===== config.mk =====
export PLATFORM = sky130hd
export DESIGN_NAME = serial_frame_rx
export DESIGN_NICKNAME = d
export VERILOG_FILES = /design/src/rtl/serial_frame_rx.sv
export SDC_FILE = /design/constraint.sdc
export NUM_CORES = 1
export LEC_CHECK = 0
export CORE_MARGIN = 2
export CORE_UTILIZATION = 50
export DETAILED_ROUTE_END_ITERATION = 16
export PLACE_DENSITY = 0.88
export SYNTH_ARGS = -nofsm -noshare
export SYNTH_HDL_FRONTEND = slang
export SYNTH_SLANG_ARGS = --single-unit
export TNS_END_PERCENT = 5

===== constraint.sdc =====
create_clock -name Clk -period 1.23 [get_ports Clk]
set_input_delay 0.1845 -clock Clk [delete_from_list [all_inputs] [get_ports Clk]]
set_output_delay 0.1845 -clock Clk [all_outputs]
set_load 0.01 [all_outputs]

===== src/rtl/serial_frame_rx.sv =====
// Serial frame receiver: start bit, DATA_W data bits MSB first, stop bit.
// Ports: Clk, Reset (sync, high), In/En serial input with bit strobe,
//   DataOut/Valid/Ready one-entry output register, Busy, FrameErr (pulse),
//   Overrun (sticky, cleared by ClrErr).
module serial_frame_rx #(
    parameter int DATA_W = 8
) (
    input  logic              Clk,
    input  logic              Reset,
    input  logic              In,
    input  logic              En,
    input  logic              Ready,
    input  logic              ClrErr,
    output logic [DATA_W-1:0] DataOut,
    output logic              Valid,
    output logic              Busy,
    output logic              FrameErr,
    output logic              Overrun
);

    localparam int CW = (DATA_W > 2) ? $clog2(DATA_W) : 1;

    typedef enum logic [1:0] {
        IDLE,
        DATA,
        STOP
    } state_t;

    state_t            state, state_n;
    logic [CW-1:0]     cnt, cnt_n;
    logic [DATA_W-1:0] sh, sh_n;
    logic              done;
    logic              ferr_n;
    logic              load;
    logic              ovr;

    always_ff @(posedge Clk) begin
        if (Reset) begin
            state <= IDLE;
            cnt   <= '0;
            sh    <= '0;
        end else begin
            state <= state_n;
            cnt   <= cnt_n;
            sh    <= sh_n;
        end
    end

    always_comb begin
        state_n = state;
        cnt_n   = cnt;
        sh_n    = sh;
        done    = 1'b0;
        ferr_n  = 1'b0;
        if (En) begin
            unique case (state)
                IDLE: begin
                    if (!In) begin
                        state_n = DATA;
                        cnt_n   = '0;
                    end
                end
                DATA: begin
                    sh_n  = {sh[DATA_W-2:0], In};
                    cnt_n = cnt + CW'(1);
                    if (cnt == CW'(DATA_W - 1)) begin
                        state_n = STOP;
                    end
                end
                STOP: begin
                    // A low stop bit returns to IDLE; it is never
                    // taken as the start of the next frame.
                    state_n = IDLE;
                    if (In) begin
                        done = 1'b1;
                    end else begin
                        ferr_n = 1'b1;
                    end
                end
                default: begin
                    state_n = IDLE;
                end
            endcase
        end
    end

    // A word completing while the holder is being drained replaces it.
    assign load = done && (!Valid || Ready);
    assign ovr  = done && Valid && !Ready;

    always_ff @(posedge Clk) begin
        if (Reset) begin
            DataOut  <= '0;
            Valid    <= 1'b0;
            FrameErr <= 1'b0;
            Overrun  <= 1'b0;
        end else begin
            FrameErr <= ferr_n;
            if (load) begin
                DataOut <= sh;
                Valid   <= 1'b1;
            end else if (Valid && Ready) begin
                Valid <= 1'b0;
            end
            if (ovr) begin
                Overrun <= 1'b1;
            end else if (ClrErr) begin
                Overrun <= 1'b0;
            end
        end
    end

    assign Busy = (state != IDLE);

endmodule

=== After elaboration in Yosys (flattened, before gate mapping) ===
Cells that the tools add are included.

* Add/sub/neg operators: 1
* $mul: 0
* Div/mod/pow operators: 0
* Order comparisons: 0
* Equal/unequal tests: 5
* Shift-type cells: 0
* Mux-type cells: 13
* Bitwise operators: 2
* Reduce and logical (&&, ||, !) cells: 16

{| class="wikitable"
|+ Operators by type and width
! cell !! number
|-
| $mux W1 || 8
|-
| $reduce_bool A2 Y1 || 4
|-
| $pmux W3 S2 || 1
|-
| $reduce_and A3 Y1 || 2
|-
| $logic_and A1 B1 Y1 || 4
|-
| $mux W2 || 2
|-
| $ne A2 B2 Y1 const B || 2
|-
| $pmux W2 S2 || 1
|-
| $add A3 B1 Y3 const B || 1
|-
| $eq A3 B3 Y1 const B || 1
|-
| $mux W3 || 1
|-
| $reduce_or A3 Y1 || 1
|-
| $eq A2 B1 Y1 const B || 1
|-
| $eq A2 B2 Y1 const B || 1
|-
| $logic_not A1 Y1 || 2
|-
| $logic_not A2 Y1 || 1
|-
| $not A1 Y1 || 2
|-
| $reduce_and A2 Y1 || 1
|-
| $logic_or A1 B1 Y1 || 1
|}

* Register bits after elaboration: 24
* Latch bits: 0
* Memory bits (writable): 0
* Bits in read-only memories: 0
* Output and inout bits: 12
* Word-level logic and storage cells: 44
* Memories kept: 0

=== Longest topological paths before layout ===
Gate-level depths: netlist of run 1.

* Depth after elaboration: 6
* Depth in mapped cells: 5
* Gate-level depth less buffers: 5

=== Worst setup path before layout of run 1 ===
No wires, ideal clock.

* Path kind: register to register
* Start: register state[0]
* End: register DataOut[0]
* Data arrival time: 1.020 ns
* Required time: 1.158 ns
* Setup slack: 0.138 ns
* Stages on the path, launching flop included: 6
* Buffers on the path: 2
* Clock period less this slack: 1.092 ns
* Path through: dfxtp_1 > buf_2 > nand4b_4 > nor2b_2 > buf_6 > mux2i_1

* Word-level cells in the longest chain between the ends: 4

{| class="wikitable"
|+ RTL lines
! element !! RTL line !! text
|-
| start, declared || 29 || <nowiki>state_t state, state_n;</nowiki>
|-
| start signal, assigned || 43 || <nowiki>state <= state_n;</nowiki>
|-
| $eq A2 B2 Y1 || 56 || <nowiki>unique case (state)</nowiki>
|-
| $mux W1 || 56 ||
|-
| $mux W1 || 55 || <nowiki>if (En) begin</nowiki>
|-
| $logic_and A1 B1 Y1 || 88 || <nowiki>assign load = done && (!Valid || Ready);</nowiki>
|-
| end signal, assigned || 100 || <nowiki>DataOut <= sh;</nowiki>
|-
| end, declared || 14 || <nowiki>output logic [DATA_W-1:0] DataOut,</nowiki>
|}

Every way passes these cells.
A chain may end at the register's enable or synchronous reset.

=== Final worst setup path of run 1 ===
* Start: register state[1]
* End: output port Busy

* Word-level cells in the longest chain between the ends: 1

{| class="wikitable"
|+ RTL lines
! element !! RTL line !! text
|-
| $reduce_bool A2 Y1 || 113 || <nowiki>assign Busy = (state != IDLE);</nowiki>
|-
| end, declared || 16 || <nowiki>output logic Busy,</nowiki>
|}

Every way passes these cells.

==> impl_summary.log, run 1 <==
INFO  metric detail-route-antenna-nets = 0
INFO  metric antenna_found_initial = 0
INFO  metric max_freq = 840 MHz
INFO  metric total_power = 0.00134 W
INFO  metric critical-path-max-stage-delay = 0.34 ns
INFO  metric num_io_pins = 18
INFO  metric syn2layout_area_growth = 28.7%
INFO  metric timing.critical_path.max_delay_family = flip-flops
INFO  metric worst_skew_pair.late_latency = 0.30 ns
INFO  metric std_cell_rows = 16
INFO  metric die-width = 49.4 um
INFO  metric tritoncts_num_sinks = 24
INFO  metric post_synth_top_cells = sky130_fd_sc_hd__dfxtp_1 (24), sky130_fd_sc_hd__nand2_1 (18), sky130_fd_sc_hd__nand2b_1 (18)
INFO  metric postSynth.topFlopCell = sky130_fd_sc_hd__dfxtp_1
INFO  metric endpoint = Busy
INFO  metric crit_slowest_cell = sky130_fd_sc_hd__dfxtp_2
INFO  metric switching_part_of_the_total_power = 22.0%
INFO  metric multi_input_comb_area = 514 sq um
INFO  metric postSynthRegisterBits = 24
INFO  metric setup_viol = 0
INFO  metric maxCapViolCount = 0
INFO  metric post-route-period-util = 96.8%
INFO  metric timing.critical_path.fanout_max = 2
INFO  metric number_of_global_route_vias_before_repair = 800
INFO  metric cts.hold.buffers_added = 0
INFO  metric synth_async_sr_flop_share = 0%
INFO  metric ctsLongestPathBuffers = 2
INFO  metric grt_start_max_net_pins = 19
INFO  metric synthesis.instances = 110
INFO  metric wire_length_the_detailed_router_placed_on_met1 = 886 um
INFO  metric dr.pass1.iters = 4
INFO  metric rsz_0062_raised_after_global_routing = true
INFO  metric place.gp.congestion = 0.738
INFO  metric cp-end-kind = output port
INFO  metric io_buffer_count = 17
INFO  metric power_switching = 0.000294 W
INFO  metric synth_top_cell_area_share = 46.7%
INFO  metric maxSlewViolCount = 0
INFO  metric dp_slack = -0.285 ns
INFO  metric post_synth_num_cell_types = 26
INFO  metric tritoncts.num_buffers = 3
INFO  metric clockPowerShare = 30.0%
INFO  metric die_height = 49.4 um
INFO  metric timing.slew.headroom = 79.5%
INFO  metric final.setup_skew = 0.000889 ns
INFO  metric setup.worst_path.class = flip-flop to output port
INFO  metric comb_power_share = 10.6%
INFO  metric drive_above_1_share = 19.3%
INFO  metric critical_path_required = 1.05 ns
INFO  metric min_path_cells = 1
INFO  metric finalHoldViolations = 0
INFO  metric outcome = completed
INFO  metric power.density_cell_area = 1010 mW/mm^2
INFO  metric worst_slack = 0.0397 ns
INFO  metric routed-wl-met3 = 58 um
INFO  metric yosysWarnings = 0
INFO  metric synth-edff-count = 0
INFO  metric synthesis.area = 0.00103 sq mm
INFO  metric antenna_cells = 0
INFO  metric postLayoutCellArea = 0.00133 sq mm
INFO  metric crit_chain = or2_4 -> buf_6
INFO  metric cp_num_buf_inv = 1
INFO  metric min_path_type = flip-flop to flip-flop
INFO  metric vias = 817
INFO  metric cts_tree = yes
INFO  metric startpoint_of_the_most_critical_register_to_register_path = state[0]$_SDFFE_PP0P_
INFO  metric synthesized_area_per_cell = 9.36 sq um
INFO  metric rr_endpoint = DataOut[4]$_SDFFE_PP0P_
INFO  metric worst-path-stages = 2
INFO  metric cts.reportedPaths.clkPinSlew = 0.12 ns
INFO  metric worstSetupStartpointType = flip-flop
INFO  metric post_detail_place_hpwl = 1400 um
INFO  metric vias_per_cell = 5.04
INFO  metric synth_most_common_cell = sky130_fd_sc_hd__dfxtp_1
INFO  metric seqPwrFrac = 59.4%
INFO  metric clock_tree.root_cell = sky130_fd_sc_hd__clkbuf_4
INFO  metric area.sequential = 484 sq um
INFO  metric int_power = 0.00105 W
INFO  metric initial_utilization = 52.5%
INFO  metric routed_length_on_met2 = 986 um
INFO  metric leakagePower = 0.543 nW
INFO  metric seq_area_frac_synth = 46.7%
INFO  metric grt_pass1_wl = 3440 um
INFO  metric r2r_setup_slack = 0.05 ns
INFO  metric synth_area_leaders = sky130_fd_sc_hd__dfxtp_1 (47%), sky130_fd_sc_hd__nand2b_1 (11%), sky130_fd_sc_hd__mux2i_1 (7.8%)
INFO  metric global_route.overflow_total = 0
INFO  metric die_area = 0.00244 sq mm
INFO  metric timing.critical_path.from = state[1]$_SDFFE_PP0P_
INFO  metric drt_wl_total = 1970 um
INFO  metric placed_area = 0.00128 sq mm
INFO  metric cts.htree.levels = 1
INFO  metric routed_wl_per_cell = 12.1 um
INFO  metric crit_arrival = 1.01 ns
INFO  metric core_area = 0.00196 sq mm
INFO  metric reg2regPathDepth = 5
INFO  metric fillers = 170
INFO  metric postSynthNetCount = 118
INFO  metric worst_ir_drop_vdd = 0.000619 V
INFO  metric worst-slew-pin-transition = 0.307 ns
INFO  metric finalNetCount = 144
INFO  metric yosys.area.top_type = sky130_fd_sc_hd__dfxtp_1
INFO  metric period_needed = 1.19 ns
INFO  metric drt_first_iter_violations = 18
INFO  metric track_usage = 17.9%
INFO  metric routed.top_layer = met4
INFO  metric detail_route.drc_violations = 0
==> flip-flops by register name (all words and copies together), names as in the netlist <==
name,cells
Valid,1
sh,8
cnt,3
state,2
DataOut,8
FrameErr,1
Overrun,1
==> worst register-to-register path, cell delays in order, from the launching register on <==
cell and delay (ns):
sky130_fd_sc_hd__dfxtp_2 0.35, sky130_fd_sc_hd__buf_6 0.13, sky130_fd_sc_hd__nand4b_4 0.18, sky130_fd_sc_hd__nor2b_4 0.15
sky130_fd_sc_hd__buf_12 0.14, sky130_fd_sc_hd__mux2i_1 0.18
==> power by group through the flow <==
stage	combinational [W]	clock [W]	sequential, W
final	0.000142	0.000402	0.000795
after global routing	0.000154	0.000437	0.000797
after CTS	0.000128	0.000419	0.000793
after detailed placement	0.000132	0	0.000810
after global placement	0.000127	0	0.000809
after floorplan	0.0000767	0	0.000808
==> kinds of logic (layout without fill, tap and decap cells) <==
kind of cell               after synthesis  in the layout  share of synthesized area, %
and+or+nand+nor                         50             50                          28.1
adders and majority gates                2              2                          2.43
DFF                                     24             24                          46.7
AOI/OAI and AO/OA                       17             17                          9.24
muxes                                    9              9                          8.87
buffers and inverters                    8             33                          4.74
==> timing repair <==
item,in CTS,in global routing
resized for setup,16,8
endpoints found under the setup margin,14,15
buffers inserted,0,0
pin swaps,0,1
==> area by class of cell <==
class	count	area share, %
Multi-Input combinational cell	78	38.8
Sequential cell	24	36.5
Timing Repair Buffer	27	18.8
Clock buffer	4	2.74
Tap cell	27	2.55
Inverter	2	0.567
==> routing by layer <==
layer  up-vias  GRT usage (%)
li1        416              -
met1       381           21.7
met2        16           31.3
met3         4           2.45
met4         0           8.33
met5         -              0
==> how the worst min path moves through the flow <==
stage                             start                   to  slack [ns]
floorplan                            In   sh[0]$_SDFFE_PP0P_        0.33
global placement     sh[7]$_SDFFE_PP0P_   sh[7]$_SDFFE_PP0P_        0.45
detailed placement   sh[7]$_SDFFE_PP0P_   sh[7]$_SDFFE_PP0P_        0.46
CTS                  sh[7]$_SDFFE_PP0P_   sh[7]$_SDFFE_PP0P_        0.47
global route        cnt[0]$_SDFFE_PP0P_  cnt[0]$_SDFFE_PP0P_        0.49
finish              cnt[0]$_SDFFE_PP0P_  cnt[0]$_SDFFE_PP0P_        0.46
==> layout by cell type (no fill, tap or decap), types with 2 or more instances in the layout <==
master,Yosys,layout
sky130_fd_sc_hd__clkbuf_4,0,3
sky130_fd_sc_hd__nand2_1,18,18
sky130_fd_sc_hd__buf_6,2,2
sky130_fd_sc_hd__o21ai_0,2,2
sky130_fd_sc_hd__a21oi_1,11,11
sky130_fd_sc_hd__nor2_1,3,3
sky130_fd_sc_hd__dlygate4sd2_1,0,11
sky130_fd_sc_hd__dfxtp_1,24,21
sky130_fd_sc_hd__nor2b_1,2,2
sky130_fd_sc_hd__clkdlybuf4s50_1,0,5
sky130_fd_sc_hd__dfxtp_2,0,3
sky130_fd_sc_hd__buf_4,0,8
sky130_fd_sc_hd__mux2i_1,8,8
sky130_fd_sc_hd__nand2b_1,18,18
sky130_fd_sc_hd__inv_1,2,2
sky130_fd_sc_hd__ha_1,2,2
==> through the flow <==
stage | setup TNS (ns) | hold WS (ns) | util (%) | cells
final | 0 | 0.462 | 67.5 | 162
after global routing | -0.373 | 0.487 | 67.5 | 162
after CTS | -0.0395 | 0.474 | 66.4 | 162
after detailed placement | -5.38 | 0.456 | 65.2 | 158
after global placement | -4.18 | 0.445 | 65.2 | 158
after floorplan | 0 | 0.330 | - | 110
No activity file was read; power rests on OpenSTA's default activity.
==> run 2: changes to the inputs <==
--- a/config.mk
+++ b/config.mk
@@ -6,9 +6,10 @@
 export NUM_CORES = 1
 export LEC_CHECK = 0
 export CORE_MARGIN = 2
-export CORE_UTILIZATION = 50
+export CORE_UTILIZATION = 45
 export DETAILED_ROUTE_END_ITERATION = 16
-export PLACE_DENSITY = 0.88
+export GPL_TIMING_DRIVEN = 1
+export PLACE_DENSITY = 0.82
 export SYNTH_ARGS = -nofsm -noshare
 export SYNTH_HDL_FRONTEND = slang
 export SYNTH_SLANG_ARGS = --single-unit
==> run 2 against run 1 <==
Die area up 10%. Worst hold slack worse by 0.0064 ns. Sequential cell count unchanged. Clock power down 18%. Maximum frequency about the same. Final cell count up 1.9%. Sequential power about the same. Count of clock-buffer cells in the layout down 1. Core utilization down 6.7 points. Routed wire length down 2.5%. Critical path depth up 3. Highest routed layer unchanged.
==> impl_summary.log, run 2 (synthesis gave the netlist of run 1 again) <==
INFO  metric hold_ws = 0.456 ns
INFO  metric rsz_0062_raised_after_global_routing = true
INFO  metric layout.cells.most_common = sky130_fd_sc_hd__dfxtp_1
INFO  metric finalHoldViolations = 0
INFO  metric drt_wl_total = 1920 um
INFO  metric die_area = 0.00269 sq mm
INFO  metric core_area = 0.00219 sq mm
INFO  metric critical_path_required = 1.48 ns
INFO  metric antenna_cells = 0
INFO  metric maxCapViolCount = 0
INFO  metric vias = 807
INFO  metric die_height = 51.8 um
INFO  metric leakagePower = 0.547 nW
INFO  metric post-route-period-util = 96.8%
INFO  metric final.setup_skew = 0.00152 ns
INFO  metric reg2regPathDepth = 5
INFO  metric antenna_found_initial = 0
INFO  metric timing.slew.headroom = 80.5%
INFO  metric worstSetupStartpointType = primary input
INFO  metric setup_viol = 0
INFO  metric routed_wl_per_cell = 11.6 um
INFO  metric grt_start_max_net_pins = 18
INFO  metric setup.worst_path.class = primary input to flip-flop
INFO  metric total_power = 0.00127 W
INFO  metric finalNetCount = 147
INFO  metric tritoncts_num_sinks = 24
INFO  metric worst_ir_drop_vdd = 0.000530 V
INFO  metric drt_first_iter_violations = 16
INFO  metric clock_tree.root_cell = sky130_fd_sc_hd__clkbuf_4
INFO  metric maxSlewViolCount = 0
INFO  metric power.density_cell_area = 953 mW/mm^2
INFO  metric number_of_global_route_vias_before_repair = 756
INFO  metric postLayoutCellArea = 0.00133 sq mm
INFO  metric tritoncts.num_buffers = 3
INFO  metric max_freq = 840 MHz
INFO  metric initial_utilization = 47.0%
INFO  metric detail-route-antenna-nets = 0
INFO  metric min_path_type = flip-flop to flip-flop
INFO  metric vias_per_cell = 4.89
INFO  metric cp-end-kind = flip-flop
INFO  metric detail_route.drc_violations = 0
INFO  metric place.gp.congestion = 0.696
INFO  metric period_needed = 1.19 ns
INFO  metric die-width = 51.8 um
INFO  metric timing.critical_path.fanout_max = 8
INFO  metric final_core_util = 60.8%
INFO  metric global_route.overflow_total = 0
INFO  metric grt_pass1_wl = 3280 um
INFO  metric placed_area = 0.00130 sq mm
INFO  metric cts_tree = yes
INFO  metric dr.pass1.iters = 4
INFO  metric largestRegisters = DataOut x8, sh x8, cnt x3
INFO  metric syn2layout_area_growth = 29.4%
INFO  metric top_library_cells_by_usage_in_the_layout_fill_and_taps_aside = sky130_fd_sc_hd__dfxtp_1 (21), sky130_fd_sc_hd__nand2b_1 (18), sky130_fd_sc_hd__nand2_1 (18)
INFO  metric drive_above_1_share = 20.4%
INFO  metric std_cell_rows = 17
INFO  metric num_io_pins = 18
INFO  metric crit_arrival = 1.44 ns
INFO  metric min_path_cells = 1
INFO  metric cts.htree.levels = 1
INFO  metric setup_total_negative_slack = 0 ns
INFO  metric post_detail_place_hpwl = 1430 um
INFO  metric ctsLongestPathBuffers = 2
INFO  metric track_usage = 16.5%
INFO  metric worst_skew_pair.late_latency = 0.31 ns
INFO  metric r2r_setup_slack = 0.05 ns
INFO  metric total_setup_buffers_inserted_after_cts = 0
INFO  metric worst-slew-pin-transition = 0.292 ns
INFO  metric cts.reportedPaths.clkPinSlew = 0.12 ns
INFO  metric io_buffer_count = 17
INFO  metric outcome = completed
-- run 2: routing by layer --
layer	share of wire (%)	vias to the layer above	GRT usage, %
li1	-	416	-
met1	47	359	20.1
met2	47	27	27.6
met3	4.0	5	3.45
met4	2.3	0	7.89
met5	0	-	0
-- run 2: final timing paths --
kind,from,to
worst min register to register,cnt[0]$_SDFFE_PP0P_,cnt[0]$_SDFFE_PP0P_
worst min-delay path,cnt[0]$_SDFFE_PP0P_,cnt[0]$_SDFFE_PP0P_
worst max register to register,state[0]$_SDFFE_PP0P_,DataOut[0]$_SDFFE_PP0P_
worst max-delay path,En,DataOut[0]$_SDFFE_PP0P_
-- run 2: power by group --
group	internal [W]	switching, W	total, W	leakage, nW
Clock	0.000114	0.000214	0.000329	0.0138
Combinational	0.0000795	0.0000658	0.000145	0.339
Sequential	0.000788	0.00000710	0.000795	0.195
-- run 2: repair_timing --
action | 4_1_cts | 5_1_grt
pin swaps | 0 | 1
endpoints found under the setup margin | 20 | 18
gates resized for setup | 14 | 10
hold buffers | 0 | 0
-- run 2: cell type report --
| cell class | count | area, sq um |
|---|---|---|
| multi-input combinational | 78 | 512 |
| fill | 183 | 858 |
| inverter | 2 | 7.51 |
| tap | 28 | 35.0 |
| clock buffer | 3 | 22.5 |
| sequential | 24 | 484 |
| timing repair buffer | 30 | 272 |
-- run 2: metrics by stage --
step,worst slack [ns],cells
floorplan,0.138,110
global placement,-0.221,162
detailed placement,-0.326,162
CTS,-0.120,165
global route,-0.0499,165
finish,0.0398,165
-- run 2: worst max-delay path: stages --
cell                              delay, ns
sky130_fd_sc_hd__clkdlybuf4s50_1       0.62
sky130_fd_sc_hd__nand4b_4              0.15
sky130_fd_sc_hd__nor2b_4               0.16
sky130_fd_sc_hd__buf_12                0.14
sky130_fd_sc_hd__mux2i_1               0.17
